<file path="config.mk">
export PLATFORM = sky130hd
export DESIGN_NAME = md_issue_ctrl
export DESIGN_NICKNAME = d
export VERILOG_FILES = /design/src/rtl/md_issue_ctrl.sv
export SDC_FILE = /design/constraint.sdc
export NUM_CORES = 1
export LEC_CHECK = 0
export CORE_MARGIN = 2
export CORE_UTILIZATION = 25
export CTS_CLUSTER_DIAMETER = 40
export DETAILED_ROUTE_END_ITERATION = 10
export GPL_ROUTABILITY_DRIVEN = 0
export PLACE_DENSITY = 0.59
export SLEW_MARGIN = 25
export SYNTH_ARGS = -nofsm -noshare
export SYNTH_HDL_FRONTEND = slang
export SYNTH_SLANG_ARGS = --single-unit
</file>
<file path="constraint.sdc">
create_clock -name clk -period 2.7 [get_ports clk]
set_input_delay 0.54 -clock clk [delete_from_list [all_inputs] [get_ports clk]]
set_output_delay 0.54 -clock clk [all_outputs]
set_load 0.02 [all_outputs]
</file>
<file path="src/rtl/md_issue_ctrl.sv">
// E-stage issue controller for the multiply/divide unit: request handshake, busy mirror, stalls, HI/LO writes.
// Optional stall performance counter enabled by defining MD_PERF_CNT_EN.
module md_issue_ctrl #(
  parameter int unsigned MUL_CYC = 5,
  parameter int unsigned DIV_CYC = 10,
  parameter int unsigned CNT_W   = 4
) (
  input  logic        clk,
  input  logic        reset,
  input  logic        e_valid,
  input  logic [3:0]  e_op,
  input  logic [31:0] e_rs,
  input  logic [31:0] e_rt,
  input  logic        interrupt,
  input  logic        md_ack,
  output logic        md_req,
  output logic [1:0]  md_op,
  output logic [31:0] md_a,
  output logic [31:0] md_b,
  output logic        md_wr_en,
  output logic        md_wr_hi,
  output logic [31:0] md_wr_data,
  output logic        md_rd_hi,
  output logic        stall,
  output logic        busy,
  output logic [31:0] perf_stall_cnt
);

  localparam logic [3:0] OP_MULT = 4'd1;
  localparam logic [3:0] OP_DIVU = 4'd4;
  localparam logic [3:0] OP_MFHI = 4'd5;
  localparam logic [3:0] OP_MTHI = 4'd7;
  localparam logic [3:0] OP_MTLO = 4'd8;

  typedef enum logic [1:0] {
    S_IDLE = 2'd0,
    S_REQ  = 2'd1,
    S_WAIT = 2'd2
  } state_t;

  state_t           state;
  logic [CNT_W-1:0] cnt;
  logic             is_arith;
  logic             is_md;

  // Instruction class decode, qualified by e_valid
  always_comb begin
    is_arith = 1'b0;
    is_md    = 1'b0;
    if (e_valid) begin
      is_arith = (e_op >= OP_MULT) && (e_op <= OP_DIVU);
      is_md    = (e_op >= OP_MULT) && (e_op <= OP_MTLO);
    end
  end

  assign busy       = (state != S_IDLE);
  assign stall      = busy && is_md && !interrupt;
  assign md_wr_en   = e_valid && ((e_op == OP_MTHI) || (e_op == OP_MTLO)) && !busy && !interrupt;
  assign md_wr_hi   = (e_op == OP_MTHI);
  assign md_wr_data = e_rs;
  assign md_rd_hi   = (e_op == OP_MFHI);

  // Handshake FSM; an ack in the same cycle as an interrupt still commits the operation
  always_ff @(posedge clk or negedge reset) begin
    if (!reset) begin
      state  <= S_IDLE;
      cnt    <= '0;
      md_req <= 1'b0;
      md_op  <= 2'd0;
      md_a   <= 32'd0;
      md_b   <= 32'd0;
    end else begin
      case (state)
        S_IDLE: begin
          if (is_arith && !interrupt) begin
            state  <= S_REQ;
            md_req <= 1'b1;
            md_op  <= 2'(e_op - OP_MULT);
            md_a   <= e_rs;
            md_b   <= e_rt;
          end
        end
        S_REQ: begin
          if (md_ack) begin
            state  <= S_WAIT;
            md_req <= 1'b0;
            cnt    <= md_op[1] ? CNT_W'(DIV_CYC) : CNT_W'(MUL_CYC);
          end else if (interrupt) begin
            state  <= S_IDLE;
            md_req <= 1'b0;
          end
        end
        S_WAIT: begin
          if (cnt == CNT_W'(1)) begin
            state <= S_IDLE;
            cnt   <= '0;
          end else begin
            cnt <= cnt - CNT_W'(1);
          end
        end
        default: begin
          state  <= S_IDLE;
          md_req <= 1'b0;
          cnt    <= '0;
        end
      endcase
    end
  end

`ifdef MD_PERF_CNT_EN
  logic [31:0] stall_cnt;

  // Free-running count of stalled cycles, wraps naturally
  always_ff @(posedge clk or negedge reset) begin
    if (!reset) begin
      stall_cnt <= 32'd0;
    end else if (stall) begin
      stall_cnt <= stall_cnt + 32'd1;
    end
  end

  assign perf_stall_cnt = stall_cnt;
`else
  assign perf_stall_cnt = 32'd0;
`endif

endmodule

</file>
== Word level (Yosys, flattened, before mapping) ==
Cells that the tools add are included.

* Magnitude comparators: 3
* Muxes and demuxes: 15
* Equality and inequality tests: 10
* Add/sub/neg operators: 2
* Bitwise logic cells: 2
* Reductions and logical operators: 17

{| class="wikitable"
|+ Operators with widths
! operator !! number
|-
| two-way mux 4 bit || 3
|-
| one-hot mux 4 bit (3 select lines) || 1
|-
| equality test 4 x 3 -> 1 bit, second input constant || 2
|-
| logical AND 1 bit || 8
|-
| two-way mux 2 bit || 4
|-
| inequality test 2 bit, second input constant || 3
|-
| one-hot mux 2 bit (3 select lines) || 1
|-
| AND reduction 3 bit || 2
|-
| two-way mux 1 bit || 5
|-
| equality test 4 x 1 -> 1 bit, second input constant || 1
|-
| equality test 4 bit, second input constant || 1
|-
| greater-or-equal comparator 4 x 1 -> 1 bit, second input constant || 1
|-
| less-or-equal comparator 4 x 3 -> 1 bit, second input constant || 1
|-
| less-or-equal comparator 4 bit, second input constant || 1
|-
| AND reduction 2 bit || 2
|-
| subtractor 4 x 1 -> 4 bit, second input constant || 1
|-
| inequality test 3 bit, second input constant || 1
|-
| one-hot mux 1 bit (3 select lines) || 1
|-
| equality test 2 x 1 -> 1 bit, second input constant || 1
|-
| equality test 2 bit, second input constant || 1
|-
| logical NOT 1 bit || 2
|-
| logical NOT 2 bit || 1
|-
| inverter 1 bit || 2
|-
| nonzero test 2 bit || 1
|-
| 2 further kinds || 2
|}

* Flip-flop bits (word level): 73
* Word-level logic and storage cells: 55

== Depth between registers and ports, before layout ==
Gate-level depths: netlist (run 1).

* Depth in word-level cells: 6
* Mapped depth: 9

== Worst setup path after synthesis (run 1) ==
No wires, ideal clock.

* Path type: input-to-output
* From: input e_op[0]
* To: output stall
* Arrival time: 2.019 ns
* Setup slack: 0.141 ns
* Path buffers: 0
* Cell stages on the path: 4
* Cells stage by stage: inv_1 ha_1 nor4b_2 a2111oi_0

* Longest elaborated chain between the ends: 5
* Elaborated cells between the ends (all ways): 6
* Classes of those cells: 2 x order compare; 1 x mux; 3 x reduce/logical

{| class="wikitable"
|+ RTL lines
! item !! line !! text
|-
| start, declared || 11 || <nowiki>input logic [3:0] e_op,</nowiki>
|-
| greater-or-equal comparator 4 x 1 -> 1 bit / less-or-equal comparator 4 bit (equally long branches) || 52 || <nowiki>is_md = (e_op >= OP_MULT) && (e_op <= OP_MTLO);</nowiki>
|-
| logical AND 1 bit * || 52 ||
|-
| two-way mux 1 bit * || 50 || <nowiki>if (e_valid) begin</nowiki>
|-
| logical AND 1 bit * (2 in a row) || 57 || <nowiki>assign stall = busy && is_md && !interrupt;</nowiki>
|-
| end, declared || 24 || <nowiki>output logic stall,</nowiki>
|}

Every way passes the cells marked *; elsewhere a longest branch is shown, timed or not.

== Worst setup path after layout (run 1) ==
* From: input e_op[0]
* To: output md_wr_en

* Longest elaborated chain between the ends: 5
* Elaborated cells between the ends (all ways): 6
* Classes of those cells: 2 x eq/ne; 4 x reduce/logical

{| class="wikitable"
|+ RTL lines
! item !! line !! text
|-
| equality test 4 x 3 -> 1 bit / equality test 4 bit (equally long branches) || 58 || <nowiki>assign md_wr_en = e_valid && ((e_op == OP_MTHI) || (e_op == OP_MTLO)) && !busy && !interrupt;</nowiki>
|-
| logical OR 1 bit * || 58 ||
|-
| logical AND 1 bit * (3 in a row) || 58 ||
|-
| end, declared || 20 || <nowiki>output logic md_wr_en,</nowiki>
|}

Marks and branches as above.

==> parameters.txt, run 1 <==
Parameter                              Value

Timing
  Share of the cycle needed by the critical path after routing ... 96.0%
  Maximum clock rate ... 0.386 GHz
  Worst clock skew on the final layout ... 0.00728 ns
  Transition time of the tightest slew-check pin ... 0.673 ns
  Hold Vio Cnt, Final ... 0
  Remaining max-slew budget at the tightest pin ... 55.1%
  Setup WS post-layout ... 0.107 ns
  Number of failing setup endpoints in the final timing report ... 0
  Tmin final ... 2.59 ns
  Hold Worst Slack ... 0.211 ns
  Final Slew Violations ... 0
  Unrepaired setup endpoints after global routing ... false

Clock network
  Library cell used as clock root buffer ... sky130_fd_sc_hd__clkbuf_16
  Hold Buf Count CTS ... 0
  Clock Sinks ... 73
  Clock latency on the worst-skew pair ... 0.33 ns
  Inserted Clock Buffers ... 9
  Maximum level of the CTS H-tree ... 3
  Clock-pin slew reported for the worst setup and hold paths after clock tree synthesis ... 0.06 ns
  Clock tree from TritonCTS ... yes
  Max clock buf depth ... 2

Layout
  Share of the core filled with cells ... 39.2%
  Number of nets in the finished design ... 515
  Area delta synth->final ... 53.9%
  Antenna diode instance count ... 0
  Share of post-route cells with drive strength above 1 ... 23.1%

Global routing
  Maximum number of pins on one net before global-route repair ... 74
  Overall routing resource usage ... 10.4%
  Remaining Overflow, GRT ... 0
  Global-route track usage on met3 ... 4.41%
  Global-route wire length before repair ... 13000 um
  Via count of the first global-routing pass ... 2530
  Most used routing layer ... met2
  Initial antenna violation count ... 0
  GR Util met1 ... 12.0%
  GR met2 Demand/Resource ... 17.0%

Critical path
  Startpoint-to-endpoint class of the critical path ... input pin to primary output
  FF-to-FF Start ... cnt[1]
  Largest stage delay on the critical path ... 0.48 ns
  Register-to-register setup slack ... 0.88 ns
  Arrival time at the worst endpoint ... 2.05 ns
  Depth of the critical timing path with buffers and inverters included ... 7
  Cell family with most CP delay ... buffers and inverters
  Kind of start point of the critical path ... input pin
  Required time of the critical path ... 2.16 ns
  Worst path cell trace ... clkdlybuf4s50_1 -> buf_4 -> ha_1 -> nor3b_1 -> a31oi_1 -> nor3_1 -> dlygate4sd1_1
  Worst reg2reg endpoint ... state[0]
  Setup crit end ... md_wr_en
  Cell type of the slowest stage on the worst timing path ... sky130_fd_sc_hd__clkdlybuf4s50_1
  Worst setup path startpoint ... e_op[0]
  Worst Path Buf+Inv ... 3
  Maximum fanout count along the critical path ... 2
  Worst setup EP type ... primary output
  R2R cell count ... 6

Power and ir drop
  Peak supply drop ... 0.423 mV
  Total chip power ... 6.22 mW
  Leakage power total ... 2.46 nW
  Power per standard cell area ... 1100 nW/um^2

Drt
  Per-cell routed wire length ... 13.2 um
  Final routed wirelength across all metal layers ... 8210 um
  Remaining DRCs ... 0
  Detailed-routing iteration count for the pre-antenna-repair pass ... 4
  DRT antenna net count ... 0
  Vias per cell ... 3.97
  Number of DRC markers in iteration 0 ... 48
  Number of vias in the routed layout ... 2469

Logic synthesis
  Yosys reg bits ... 73
  Primary FF master, synth ... sky130_fd_sc_hd__dfrtp_1
  Count of warnings emitted by yosys ... 0
  Post-synthesis instance area ... 3680 um^2
  Register area share after synthesis ... 49.6%
  Post-synthesis cell type count ... 29
  Share of synthesized registers carrying an async set or reset ... 100%
  Synthesized netlist cell count ... 273
  Number of flops mapped to enable cells by yosys ... 0
  Post-Synthesis Mean Instance Area ... 13.5 um^2

Floorplanning
  Die Footprint ... 15700 um^2
  Horizontal extent of the die ... 125 um
  Std-Cell Core Area ... 14500 um^2
  Boundary pin count ... 209
  # rows ... 44
  Height of the die ... 125 um
  Initial standard-cell utilization of the core ... 25.4%

Run status
  Result of the run ... finished, final reports clean

Min path
  Hold Path Class ... input pin to async pin

Job
  Maxcap violations ... 0

Place
  Buffers on Ports ... 176
  Pre-CTS setup slack ... -0.348 ns
  Final HPWL DP ... 6110 um
what timing repair did:
item / 4_1_cts / 5_1_grt
setup buffers: 0 / 1
endpoints found under the setup margin: 2 / 23
gates resized for setup: 5 / 7
pin swaps: 0 / 1
power breakdown:
group	total (mW)	internal [mW]	switching, mW
Sequential	1.93	1.64	0.290
Combinational	3.01	1.63	1.38
Clock	1.29	0.832	0.453
Total	6.22	4.10	2.12
state kept, by name (all words and copies together), names as in the netlist:
name / count
cnt: 4
md_op: 2
md_req: 1
md_a: 32
state: 2
md_b: 32
cell type report:
class / instances / area [um^2]
Sequential cell: 73 / 1830
Inverter: 12 / 45.0
Tap cell: 184 / 230
Fill cell: 1378 / 8810
Timing Repair Buffer: 190 / 1890
Multi-Input combinational cell: 147 / 1360
Clock buffer: 11 / 243
Clock inverter: 5 / 78.8
cell families after synthesis:
family	Yosys count	synth area share [%]
flip-flops	73	49.6
multiplexers	67	23.3
buffers and inverters	84	17.4
adder cells (fa/ha/maj)	9	3.06
XOR/XNOR	1	0.238
AO/OA/AOI/OAI	19	3.29
other	1	0.102
AND/OR/NAND/NOR	19	3.12
per-layer routing:
metal | vias up | routed length (um)
li1 | 1148 | -
met1 | 1181 | 3290
met2 | 128 | 4040
met3 | 12 | 720
met4 | 0 | 161
met5 | - | 0
Yosys cell counts (all sizes together) (2+ instances only):
master	number	area share (%)
mux2	65	23
buf	72	16
a21oi	7	0.95
nand2	5	0.51
nor3b	3	0.61
dfrtp	73	50
ha	9	3.1
inv	12	1.2
o21ai	3	0.41
nor3	2	0.27
mux2i	2	0.54
o22ai	2	0.34
a31oi	3	0.51
nor2b	2	0.34
and2	2	0.34
a2111oi	2	0.65
cells in the final DEF (no fill, tap or decap), types with 2 or more instances in the layout:
cell                              instances
sky130_fd_sc_hd__nor3_1                   2
sky130_fd_sc_hd__nor2b_1                  2
sky130_fd_sc_hd__dfrtp_1                 73
sky130_fd_sc_hd__o21ai_0                  3
sky130_fd_sc_hd__bufinv_16                2
sky130_fd_sc_hd__dlymetal6s2s_1           2
sky130_fd_sc_hd__mux2_2                  37
sky130_fd_sc_hd__clkbuf_16                9
sky130_fd_sc_hd__a31oi_1                  3
sky130_fd_sc_hd__nand2_1                  5
sky130_fd_sc_hd__buf_12                   2
sky130_fd_sc_hd__nor3b_1                  3
sky130_fd_sc_hd__inv_1                   12
sky130_fd_sc_hd__ha_1                     9
sky130_fd_sc_hd__buf_4                   12
sky130_fd_sc_hd__clkinv_2                 2
sky130_fd_sc_hd__o22ai_1                  2
sky130_fd_sc_hd__mux2i_1                  2
sky130_fd_sc_hd__clkdlybuf4s50_1        171
sky130_fd_sc_hd__a21oi_1                  7
sky130_fd_sc_hd__conb_1                  32
sky130_fd_sc_hd__mux2_4                  28
stage by stage:
stage,setup TNS (ns),area [um^2],std cells
detailed placement,-14.22,5320,605
global route,0,5670,622
finish,0,5670,622
CTS,0,5640,621
floorplan,0,3800,304
global placement,-12.88,5320,605
worst min path at each step:
stage | from | end | slack, ns | cells after the start
after floorplan | reset | cnt[0] | 0.24 | 0
after global placement | md_a[4] | md_a[4] | 0.49 | 1
after detailed placement | md_a[1] | md_a[1] | 0.49 | 1
after CTS | reset | md_a[0] | 0.39 | 1
after global routing | reset | md_b[26] | 0.26 | 1
final | reset | md_a[0] | 0.21 | 1
No activity file was read; power rests on OpenSTA's default activity.
==> inputs of run 2 (changes only) <==
- PLACE_DENSITY: 0.59 -> 0.57
==> run 2 against run 1 <==
Compared with the run above: largest power group unchanged; core utilization is 0.40 points lower; sequential power hardly changed; routed wire length is 2.4% lower; global-route usage is 0.24 points lower; sequential share of layout area is 0.33 points higher; combinational power hardly changed; count of clock-buffer cells in the layout is 1 higher.
==> parameters.txt, run 2 (same netlist as run 1, synthesis figures left out) <==
Parameter                              Value

Drt
  Remaining DRCs ... 0 (unchanged)
  Vias per cell ... 3.94 (-0.82%)
  Detailed-routing iteration count for the pre-antenna-repair pass ... 4 (unchanged)
  Number of DRC markers in iteration 0 ... 41 (-15%)
  Final routed wirelength across all metal layers ... 8010 um (-2.4%)
  Per-cell routed wire length ... 12.9 um (-2.1%)
  Number of vias in the routed layout ... 2441 (-1.1%)
  DRT antenna net count ... 0 (unchanged)

Floorplanning
  Std-Cell Core Area ... 14500 um^2 (unchanged)
  Die Footprint ... 15700 um^2 (unchanged)
  Height of the die ... 125 um (unchanged)
  Initial standard-cell utilization of the core ... 25.4% (unchanged)
  Boundary pin count ... 209 (unchanged)
  Horizontal extent of the die ... 125 um (unchanged)
  # rows ... 44 (unchanged)

Layout
  Top Registers ... md_a x32, md_b x32, cnt x4
  Area used by multi-input combinational logic ... 1340 um^2 (-0.92%)
  Fillcell total ... 1391 (+0.94%)
  Antenna diode instance count ... 0 (unchanged)
  Share of post-route cells with drive strength above 1 ... 22.7% (-0.35 points)
  Top library cells by usage in the layout, fill and taps aside ... sky130_fd_sc_hd__clkdlybuf4s50_1 (171), sky130_fd_sc_hd__dfrtp_1 (73), sky130_fd_sc_hd__mux2_2 (37)
  Post-route cell area ... 5610 um^2 (-1.0%)
  Area used by sequential logic in the layout ... 1830 um^2 (unchanged)
  Share of the core filled with cells ... 38.8% (-0.40 points)
  Most common cell after layout, fill and taps aside ... sky130_fd_sc_hd__clkdlybuf4s50_1
  Area delta synth->final ... 52.4%
  Number of nets in the finished design ... 513 (-0.39%)

Timing
  Unrepaired setup endpoints after global routing ... false
  Tmin final ... 2.56 ns (-0.0311 ns)
  Maximum clock rate ... 0.390 GHz (+1.2%)
  Setup TNS ... 0 ns (unchanged)
  Worst clock skew on the final layout ... 0.00604 ns (-0.00124 ns)
  Hold Vio Cnt, Final ... 0 (unchanged)
  Transition time of the tightest slew-check pin ... 0.673 ns (-0.000790 ns)
  Remaining max-slew budget at the tightest pin ... 55.2% (about the same)
  Number of failing setup endpoints in the final timing report ... 0 (unchanged)
  Share of the cycle needed by the critical path after routing ... 94.9% (-1.2 points)
  Final Slew Violations ... 0 (unchanged)
  Hold Worst Slack ... 0.209 ns (-0.00196 ns)

Critical path
  Worst setup EP type ... primary output
  Startpoint-to-endpoint class of the critical path ... input pin to primary output
  Kind of start point of the critical path ... input pin
  Required time of the critical path ... 2.16 ns (about the same)
  Arrival time at the worst endpoint ... 2.02 ns (-0.03 ns)
  Maximum fanout count along the critical path ... 3 (+1)

Power and ir drop
  Switching part of the total ... 34.5% (+0.42 points)
  Peak supply drop ... 0.452 mV (+6.8%)
  Leakage power total ... 2.41 nW (-2.1%)
  Total chip power ... 6.12 mW (-1.7%)
  Sequential share of power ... 31.5% (+0.6 points)
  Combinational cell fraction of total power ... 49.1% (+0.7 points)
  Power per standard cell area ... 1090 nW/um^2 (-0.70%)
  Internal power consumption ... 4.01 mW (-2.3%)
  NetSw ... 2.11 mW (-0.50%)
  Clk network pwr share ... 19.5% (-1.2 points)

Clock network
  Library cell used as clock root buffer ... sky130_fd_sc_hd__clkbuf_16
  Maximum level of the CTS H-tree ... 3 (unchanged)
  Inserted Clock Buffers ... 9 (unchanged)
  Hold Buf Count CTS ... 0 (unchanged)
  Clock tree from TritonCTS ... yes
  Clock latency on the worst-skew pair ... 0.33 ns (about the same)
  Post-CTS Repair Setup Buffers ... 0 (unchanged)
  Clock-pin slew reported for the worst setup and hold paths after clock tree synthesis ... 0.06 ns (about the same)
  Clock Sinks ... 73 (unchanged)
  Max clock buf depth ... 2 (unchanged)

Global routing
  Initial antenna violation count ... 0 (unchanged)
  Remaining Overflow, GRT ... 0 (unchanged)
  Maximum number of pins on one net before global-route repair ... 74 (unchanged)
  GR Util met1 ... 11.1% (-0.82 points)
  Overall routing resource usage ... 10.2% (-0.24 points)
  Global-route track usage on met3 ... 3.38% (-1.0 points)
  Most used routing layer ... met2
  GR met2 Demand/Resource ... 17.8% (+0.80 points)
  Via count of the first global-routing pass ... 2560 (+1.2%)
  Global-route wire length before repair ... 12800 um (-1.3%)

Place
  Instance area at placement ... 5310 um^2 (-0.14%)
  Final HPWL DP ... 5930 um (-2.9%)
  Buffers on Ports ... 176 (unchanged)

Min path
  Hold Path Class ... input pin to async pin

Job
  Maxcap violations ... 0 (unchanged)

Run status
  Result of the run ... finished, final reports clean
run 2: per-stage QoR:
step	setup WS, ns	cells
after detailed placement	-0.380	604
after CTS	0.00430	620
after global placement	-0.321	604
after floorplan	0.141	304
after global routing	0.00749	620
final	0.138	620
run 2: power by group through the flow:
stage	registers, mW	clock network (mW)	logic, mW
after floorplan	2.56	0	1.04
after detailed placement	1.94	0	3.03
after global placement	1.93	0	3.00
final	1.93	1.19	3.00
after global routing	2.00	1.30	3.17
after CTS	1.94	1.24	3.04
run 2: cell type report:
class | count | share of cell area, %
repair buffers | 188 | 33.3
flip-flops and latches | 73 | 32.5
multi-input cells | 147 | 23.9
clock buffers | 12 | 4.39
well taps | 184 | 4.10
clock inverters | 4 | 0.936
inverters | 12 | 0.802
run 2: repair_timing:
action / CTS / global route
endpoints found under the setup margin: 3 / 3
endpoints found under the hold margin: 0 / 0
cloned: 0 / 0
resized for setup: 6 / 6
run 2: final timing paths:
path	start	endpoint	slack (ns)	depth (start not counted)
max in group asynchronous	reset	md_a[0]	2.00	1
hold / removal	reset	md_a[5]	0.21	1
hold reg to reg	md_a[22]	md_a[22]	0.50	1
min in group clk	md_a[22]	md_a[22]	0.50	1
setup reg to reg	cnt[1]	state[0]	0.93	6
setup / recovery	e_op[0]	stall	0.14	6
run 2: layer usage:
layer	wire length [um]	up-vias
li1	-	1144
met1	3140	1163
met2	4090	124
met3	637	10
met4	148	0
met5	0	-
run 2: critical path, stage by stage:
cell,delay (ns)
sky130_fd_sc_hd__clkdlybuf4s50_1,0.48
sky130_fd_sc_hd__inv_1,0.08
sky130_fd_sc_hd__ha_1,0.19
sky130_fd_sc_hd__nor4b_2,0.16
sky130_fd_sc_hd__a2111oi_1,0.33
sky130_fd_sc_hd__buf_2,0.24
